### src/rtl/text_loader_if.sv
// Loader-side bundle: byte stream from uart_rx, single-cycle write port toward text_mem, loader status.
// ADDR_WIDTH may be predefined by the build; otherwise text_mem is 8192 words (13-bit index).
`ifndef ADDR_WIDTH
`define ADDR_WIDTH 13
`endif

interface text_loader_if #(
    parameter int ADDR_W = `ADDR_WIDTH
);
    logic [7:0]        rx_data;
    logic              rx_valid;
    logic [ADDR_W-1:0] mem_addr;
    logic              mem_wr;
    logic [17:0]       mem_wr_data;
    logic              cpu_rst;
    logic              busy;
    logic              done;
    logic              err;

    modport master (
        output rx_data, rx_valid,
        input  mem_addr, mem_wr, mem_wr_data, cpu_rst, busy, done, err
    );

    modport slave (
        input  rx_data, rx_valid,
        output mem_addr, mem_wr, mem_wr_data, cpu_rst, busy, done, err
    );
endinterface

### src/rtl/text_loader.sv
// Boot loader: unpacks an A5-framed byte stream into 18-bit text_mem words and holds the CPU in reset until done.
// Define TEXT_LOADER_CHECKSUM_EN to require a trailing two's-complement checksum byte before DONE.
`ifndef ADDR_WIDTH
`define ADDR_WIDTH 13
`endif

module text_loader #(
    parameter int ADDR_W  = `ADDR_WIDTH,
    parameter int DEPTH   = 8192,
    parameter int TIMEOUT = 1000000
) (
    input  logic         clk,
    input  logic         rst,
    text_loader_if.slave bus
);

    localparam logic [3:0] S_IDLE  = 4'd0;
    localparam logic [3:0] S_HDR0  = 4'd1;
    localparam logic [3:0] S_HDR1  = 4'd2;
    localparam logic [3:0] S_DATA0 = 4'd3;
    localparam logic [3:0] S_DATA1 = 4'd4;
    localparam logic [3:0] S_DATA2 = 4'd5;
    localparam logic [3:0] S_DONE  = 4'd6;
    localparam logic [3:0] S_ERR   = 4'd7;
`ifdef TEXT_LOADER_CHECKSUM_EN
    localparam logic [3:0] S_CSUM  = 4'd8;
    localparam logic [3:0] S_FINAL = S_CSUM;
`else
    localparam logic [3:0] S_FINAL = S_DONE;
`endif

    localparam int          TW         = (TIMEOUT > 1) ? $clog2(TIMEOUT) : 1;
    localparam logic [TW-1:0] TIMER_LAST = TW'(TIMEOUT - 1);
    localparam logic [16:0] DEPTH_LIM  = 17'(DEPTH);

    logic [3:0]        state_q, state_d;
    logic [15:0]       cnt_q, cnt_d;
    logic [ADDR_W-1:0] idx_q, idx_d;
    logic [ADDR_W-1:0] addr_q, addr_d;
    logic              wr_q, wr_d;
    logic [17:0]       wr_data_q, wr_data_d;
    logic [7:0]        b0_q, b0_d;
    logic [7:0]        b1_q, b1_d;
    logic [TW-1:0]     timer_q, timer_d;
    logic              in_frame;
    logic              last_word;
    logic [15:0]       cnt_hdr;

    always_comb begin
        in_frame = (state_q == S_HDR0) || (state_q == S_HDR1) || (state_q == S_DATA0) ||
                   (state_q == S_DATA1) || (state_q == S_DATA2);
`ifdef TEXT_LOADER_CHECKSUM_EN
        in_frame = in_frame || (state_q == S_CSUM);
`endif
    end

    assign last_word = ((17'(idx_q) + 17'd1) == {1'b0, cnt_q});
    assign cnt_hdr   = {bus.rx_data, cnt_q[7:0]};

`ifdef TEXT_LOADER_CHECKSUM_EN
    logic [7:0] sum_q, sum_d;

    // Running sum covers every byte after the 0xA5 marker up to the last B2.
    always_comb begin
        sum_d = sum_q;
        if (bus.rx_valid) begin
            if (((state_q == S_IDLE) || (state_q == S_ERR)) && (bus.rx_data == 8'hA5)) begin
                sum_d = 8'h00;
            end else if ((state_q == S_HDR0) || (state_q == S_HDR1) || (state_q == S_DATA0) ||
                         (state_q == S_DATA1) || (state_q == S_DATA2)) begin
                sum_d = sum_q + bus.rx_data;
            end
        end
    end

    always_ff @(posedge clk) begin
        if (rst) begin
            sum_q <= 8'h00;
        end else begin
            sum_q <= sum_d;
        end
    end
`endif

    always_comb begin
        state_d   = state_q;
        cnt_d     = cnt_q;
        idx_d     = idx_q;
        addr_d    = addr_q;
        wr_d      = 1'b0;
        wr_data_d = wr_data_q;
        b0_d      = b0_q;
        b1_d      = b1_q;
        timer_d   = '0;

        // A byte arriving on the timeout cycle takes priority and restarts the idle count.
        if (in_frame && !bus.rx_valid) begin
            if (timer_q == TIMER_LAST) begin
                state_d = S_ERR;
            end else begin
                timer_d = timer_q + 1'b1;
            end
        end

        if (bus.rx_valid) begin
            case (state_q)
                S_IDLE, S_ERR: begin
                    if (bus.rx_data == 8'hA5) begin
                        state_d = S_HDR0;
                        idx_d   = '0;
                        addr_d  = '0;
                    end
                end
                S_HDR0: begin
                    cnt_d[7:0] = bus.rx_data;
                    state_d    = S_HDR1;
                end
                S_HDR1: begin
                    cnt_d[15:8] = bus.rx_data;
                    if (cnt_hdr == 16'd0) begin
                        state_d = S_FINAL;
                    end else if ({1'b0, cnt_hdr} > DEPTH_LIM) begin
                        state_d = S_ERR;
                    end else begin
                        state_d = S_DATA0;
                    end
                end
                S_DATA0: begin
                    b0_d    = bus.rx_data;
                    state_d = S_DATA1;
                end
                S_DATA1: begin
                    b1_d    = bus.rx_data;
                    state_d = S_DATA2;
                end
                S_DATA2: begin
                    if (bus.rx_data[7:2] != 6'd0) begin
                        state_d = S_ERR;
                    end else begin
                        wr_d      = 1'b1;
                        wr_data_d = {bus.rx_data[1:0], b1_q, b0_q};
                        addr_d    = idx_q;
                        idx_d     = idx_q + 1'b1;
                        state_d   = last_word ? S_FINAL : S_DATA0;
                    end
                end
`ifdef TEXT_LOADER_CHECKSUM_EN
                S_CSUM: begin
                    state_d = ((sum_q + bus.rx_data) == 8'h00) ? S_DONE : S_ERR;
                end
`endif
                default: ;
            endcase
        end
    end

    always_ff @(posedge clk) begin
        if (rst) begin
            state_q   <= S_IDLE;
            cnt_q     <= 16'd0;
            idx_q     <= '0;
            addr_q    <= '0;
            wr_q      <= 1'b0;
            wr_data_q <= 18'd0;
            b0_q      <= 8'd0;
            b1_q      <= 8'd0;
            timer_q   <= '0;
        end else begin
            state_q   <= state_d;
            cnt_q     <= cnt_d;
            idx_q     <= idx_d;
            addr_q    <= addr_d;
            wr_q      <= wr_d;
            wr_data_q <= wr_data_d;
            b0_q      <= b0_d;
            b1_q      <= b1_d;
            timer_q   <= timer_d;
        end
    end

    assign bus.mem_addr    = addr_q;
    assign bus.mem_wr      = wr_q;
    assign bus.mem_wr_data = wr_data_q;
    assign bus.cpu_rst     = (state_q != S_DONE);
    assign bus.busy        = in_frame;
    assign bus.done        = (state_q == S_DONE);
    assign bus.err         = (state_q == S_ERR);

endmodule

### src/flat_wrapper.sv
// flat-port wrapper written by rule: the top's interface ports become plain ports
module text_loader_flat 
#(
    parameter int ADDR_W  = `ADDR_WIDTH,
    parameter int DEPTH   = 8192,
    parameter int TIMEOUT = 1000000
)
  (clk, rst, bus_rx_data, bus_rx_valid, bus_mem_addr, bus_mem_wr, bus_mem_wr_data, bus_cpu_rst, bus_busy, bus_done, bus_err);
  text_loader_if #(.ADDR_W(ADDR_W)) bus_i ();
  input  logic clk;
  input  logic rst;
  input wire logic [$bits(bus_i.rx_data)-1:0] bus_rx_data;
  input wire logic [$bits(bus_i.rx_valid)-1:0] bus_rx_valid;
  output wire logic [$bits(bus_i.mem_addr)-1:0] bus_mem_addr;
  output wire logic [$bits(bus_i.mem_wr)-1:0] bus_mem_wr;
  output wire logic [$bits(bus_i.mem_wr_data)-1:0] bus_mem_wr_data;
  output wire logic [$bits(bus_i.cpu_rst)-1:0] bus_cpu_rst;
  output wire logic [$bits(bus_i.busy)-1:0] bus_busy;
  output wire logic [$bits(bus_i.done)-1:0] bus_done;
  output wire logic [$bits(bus_i.err)-1:0] bus_err;
  assign bus_i.rx_data = bus_rx_data;
  assign bus_i.rx_valid = bus_rx_valid;
  assign bus_mem_addr = bus_i.mem_addr;
  assign bus_mem_wr = bus_i.mem_wr;
  assign bus_mem_wr_data = bus_i.mem_wr_data;
  assign bus_cpu_rst = bus_i.cpu_rst;
  assign bus_busy = bus_i.busy;
  assign bus_done = bus_i.done;
  assign bus_err = bus_i.err;
  text_loader #(.ADDR_W(ADDR_W), .DEPTH(DEPTH), .TIMEOUT(TIMEOUT)) u_core (.clk(clk), .rst(rst), .bus(bus_i));
endmodule
### config.mk
export PLATFORM = sky130hd
export DESIGN_NAME = text_loader_flat
export DESIGN_NICKNAME = d
export VERILOG_FILES = /design/src/rtl/text_loader_if.sv /design/src/rtl/text_loader.sv /design/src/flat_wrapper.sv
export SDC_FILE = /design/constraint.sdc
export NUM_CORES = 1
export LEC_CHECK = 0
export BUFFER_PORTS_ARGS = -buffer_cell sky130_fd_sc_hd__buf_2
export CAP_MARGIN = 30
export CORE_MARGIN = 10
export CORE_UTILIZATION = 49
export CTS_CLUSTER_DIAMETER = 100
export CTS_CLUSTER_SIZE = 16
export DETAILED_ROUTE_END_ITERATION = 12
export PLACE_DENSITY = 0.68
export SETUP_SLACK_MARGIN = 0.1
export SYNTH_ARGS = -nofsm -noshare
export SYNTH_HDL_FRONTEND = slang
export SYNTH_SLANG_ARGS = --single-unit
### constraint.sdc
create_clock -name clk -period 6 [get_ports clk]
set_input_delay 1.8 -clock clk [delete_from_list [all_inputs] [get_ports clk]]
set_output_delay 1.8 -clock clk [all_outputs]
set_load 0.005 [all_outputs]
==> flow_summary.toml <==
[grt]
globalRoute.totalOverflow = 0
vias_in_the_first_global_route = 3958
wire_length_of_the_first_global_routing_pass_mm = 18.9
antenna_found_initial = 0
grt_max_degree = 80
globalRoute.busiestLayer = "met2"
grt.met3_usage = 0.0422
global_route.usage.met2 = 0.257
grt_util_all_layers = 0.158
globalRouteMet1Util = 0.200

[routing]
wl_per_cell_um = 15.2
remaining_drc_errors = 0
drt_iter0_drcs = 387
avgViaCountPerCell = 5.62
num_vias = 4087
drtPass1Iterations = 5
detail-route-antenna-nets = 0
finalWirelength_mm = 11.1

[floorplan]
initial_core_util = 0.504
die_height_um = 118
io_pins = 47
num_rows = 35
die_area_um2 = 13800
die_w_um = 118
coreArea_um2 = 9280

[status]
status = "complete, no violations"

[clock_network]
tritoncts.num_buffers = 9
h-tree-depth = 3
clk_root_buffer_cell = "sky130_fd_sc_hd__clkbuf_8"
holdBufCountCts = 0
post-cts-setup-buffers = 0
clock_tree_from_tritoncts = "built"
clk_path_buf_depth = 2
post_cts_resized = 0
numClockSinks = 101
post_cts_clock_slew_at_the_launch_and_capture_registers_of_the_worst_setup_and_hold_paths_ns = 0.10
latest_clock_arrival_within_the_worst_skew_pair_ns = 0.36

[pwr]
ir_worst_vdd_mv = 0.106
power_frac_seq = 0.612
comb_power_share = 0.029
power-per-cell-area_nw_per_um2 = 214
intPower_w = 0.000831
p_leak_nw = 1.88
switchingPower_w = 0.000263
p_sw_frac = 0.241
power_w = 0.00109
part_of_the_total_power_dissipated_in_the_clock_network = 0.359

[yosys]
main_combinational_cell_family_by_area_after_synthesis = "simple AND/OR/NAND/NOR gates"
ys_seq_elements = 101
synth_simple_gate_area_frac = 0.281
post-synth-top-area-fraction = 0.433
synthXorXnorAreaFrac = 0.0712
synth_largest_area_cell = "sky130_fd_sc_hd__dfxtp_1"
commonest_register_cell_after_synthesis = "sky130_fd_sc_hd__dfxtp_1"
yosys_cell_types = 55
synthesis.area_per_instance_um2 = 8.24
yosysWarnings = 0
syn-cell-area_um2 = 4670
synth-edff-count = 0
synth-compound-area-share = 0.139
synth.top_cells.by_area = "sky130_fd_sc_hd__dfxtp_1, sky130_fd_sc_hd__nand2_1, sky130_fd_sc_hd__nor2_1"
yosysSeqAreaShare = 0.433
synth_nets = 580
synthesis.instances = 567
synth_adder_area_share = 0.00535
asyncSetResetFlopFracSynth = 0
post_synth_mux_area_share = 0.0321

[sta]
setup-violations-final = 0
grt_setup_unrepaired = "false"
timing_max_transition_violations_final = 0
period_utilization = 0.636
totalNegativeSetupSlack_ns = 0
slew_headroom = 0.468
fin_skew_ns = 0.0121
hold_viol_final = 0
achievable-frequency_ghz = 0.262
timing_worst_slew_pin_value_ns = 0.794
period_needed_ns = 3.82

[place]
detailed_place_hpwl_mm = 7.73
routability_driven_placement_congestion_ratio = 0.832
io_buffer_count = 46
placed_cells_incl_taps = 711

[final_layout]
finish.net_count = 606
area.growth.synth_to_final_pct = 9.64
antenna_cells_inserted = 0
instances_no_fill = 727
layout-drive-gt1-share = 0.134

[critical_path]
crit_required_ns = 4.20
endpoint_kind = "output port"
crit_path_kind = "flip-flop to output port"
cp.arrival_ns = 2.02
critPathLaunchType = "flip-flop"
critical_path_peak_fanout = 12

[hold_path]
hold_class = "flip-flop to flip-flop"

[run]
drv_cap = 0
==> layer usage <==
metal	wire [um]	vias up
li1	-	2028
met1	5140	1943
met2	5240	102
met3	553	14
met4	156	0
met5	0	-
==> cells by family (layout without fill, tap and decap cells) <==
logic type,count (synthesis),in the layout
AND/OR/NAND/NOR,263,263
XOR/XNOR,38,38
multiplexers,15,15
AO/OA/AOI/OAI,107,107
adder cells (fa/ha/maj),2,2
buffers and inverters,41,72
flip-flops,101,101
==> final timing paths <==
kind                                            startpoint                         end  slack, ns  depth (start not counted)
worst max-delay path                     u_core.state_q[1]                    bus_done       2.18                          4
worst min-delay path            u_core.bus.mem_wr_data[12]  u_core.bus.mem_wr_data[12]       0.46                          2
worst max register to register           u_core.state_q[0]            u_core.idx_q[11]       2.96                          6
worst min register to register  u_core.bus.mem_wr_data[12]  u_core.bus.mem_wr_data[12]       0.46                          2
==> state kept, by name, indices dropped and copies added (netlist names) <==
signal	count
u_core.state_q	4
u_core.b1_q	8
u_core.bus.mem_wr	1
u_core.idx_q	13
u_core.cnt_q	16
u_core.timer_q	20
u_core.b0_q	8
u_core.bus.mem_wr_data	18
u_core.bus.mem_addr	13
==> power by group through the flow <==
stage / registers (W) / logic [W] / clock network [W]
after floorplan: 0.000686 / 0.0000182 / 0
after global placement: 0.000686 / 0.0000304 / 0
after detailed placement: 0.000686 / 0.0000310 / 0
after CTS: 0.000670 / 0.0000311 / 0.000406
after global routing: 0.000670 / 0.0000340 / 0.000434
final: 0.000670 / 0.0000314 / 0.000393
==> metrics by stage <==
step | hold slack, ns | cell area, um^2 | util | worst slack [ns]
after detailed placement | 0.447 | 4950 | 0.533 | 2.05
after global placement | 0.443 | 4940 | 0.532 | 1.95
after floorplan | 0.431 | 4670 | - | 2.81
after global routing | 0.486 | 5120 | 0.552 | 2.00
final | 0.461 | 5120 | 0.552 | 2.18
after CTS | 0.464 | 5120 | 0.552 | 2.19
==> synth_stat cells, drive strengths merged, types with 2 or more instances <==
cell      n
o211ai    2
a211oi    2
o31ai     3
a21o      2
nor2b     6
inv       4
and4      4
nand2    78
nor4      4
nor3      7
dfxtp   101
xor2     22
nor4b     2
nand3    36
a311oi    5
nor2     77
nor3b     3
nand4b    3
ha        2
a31oi     6
mux2i    15
a31o      2
and3     12
buf      16
or3       6
a21oi    51
nand4    10
a22oi    15
and4bb    2
xnor2    16
and2      7
clkbuf   21
nand3b    3
o21ai    14
==> placed cells by master (no fill, tap or decap), types with 9 or more instances in the layout <==
cell,instances
sky130_fd_sc_hd__a21oi_1,51
sky130_fd_sc_hd__dfxtp_1,101
sky130_fd_sc_hd__buf_2,46
sky130_fd_sc_hd__and3_1,12
sky130_fd_sc_hd__clkbuf_8,9
sky130_fd_sc_hd__xnor2_1,16
sky130_fd_sc_hd__a22oi_1,15
sky130_fd_sc_hd__o21ai_0,12
sky130_fd_sc_hd__mux2i_1,15
sky130_fd_sc_hd__nor2_1,77
sky130_fd_sc_hd__nand2_1,78
sky130_fd_sc_hd__nand4_1,10
sky130_fd_sc_hd__nand3_1,35
sky130_fd_sc_hd__xor2_1,22
==> worst max-delay path, stage by stage (launching register included) <==
cell	delay, ns
sky130_fd_sc_hd__dfxtp_1	0.59
sky130_fd_sc_hd__nor2b_1	0.68
sky130_fd_sc_hd__nand2_1	0.19
sky130_fd_sc_hd__inv_1	0.08
sky130_fd_sc_hd__buf_2	0.11
==> area by class of cell <==
type,instances,area [um^2]
fillers,882,4160
repair buffers,52,283
inverters,4,15.0
well taps,129,161
clock buffers,10,128
flip-flops and latches,101,2020
multi-input cells,425,2470
clock inverters,6,45.0
No activity file was read; power rests on OpenSTA's default activity.
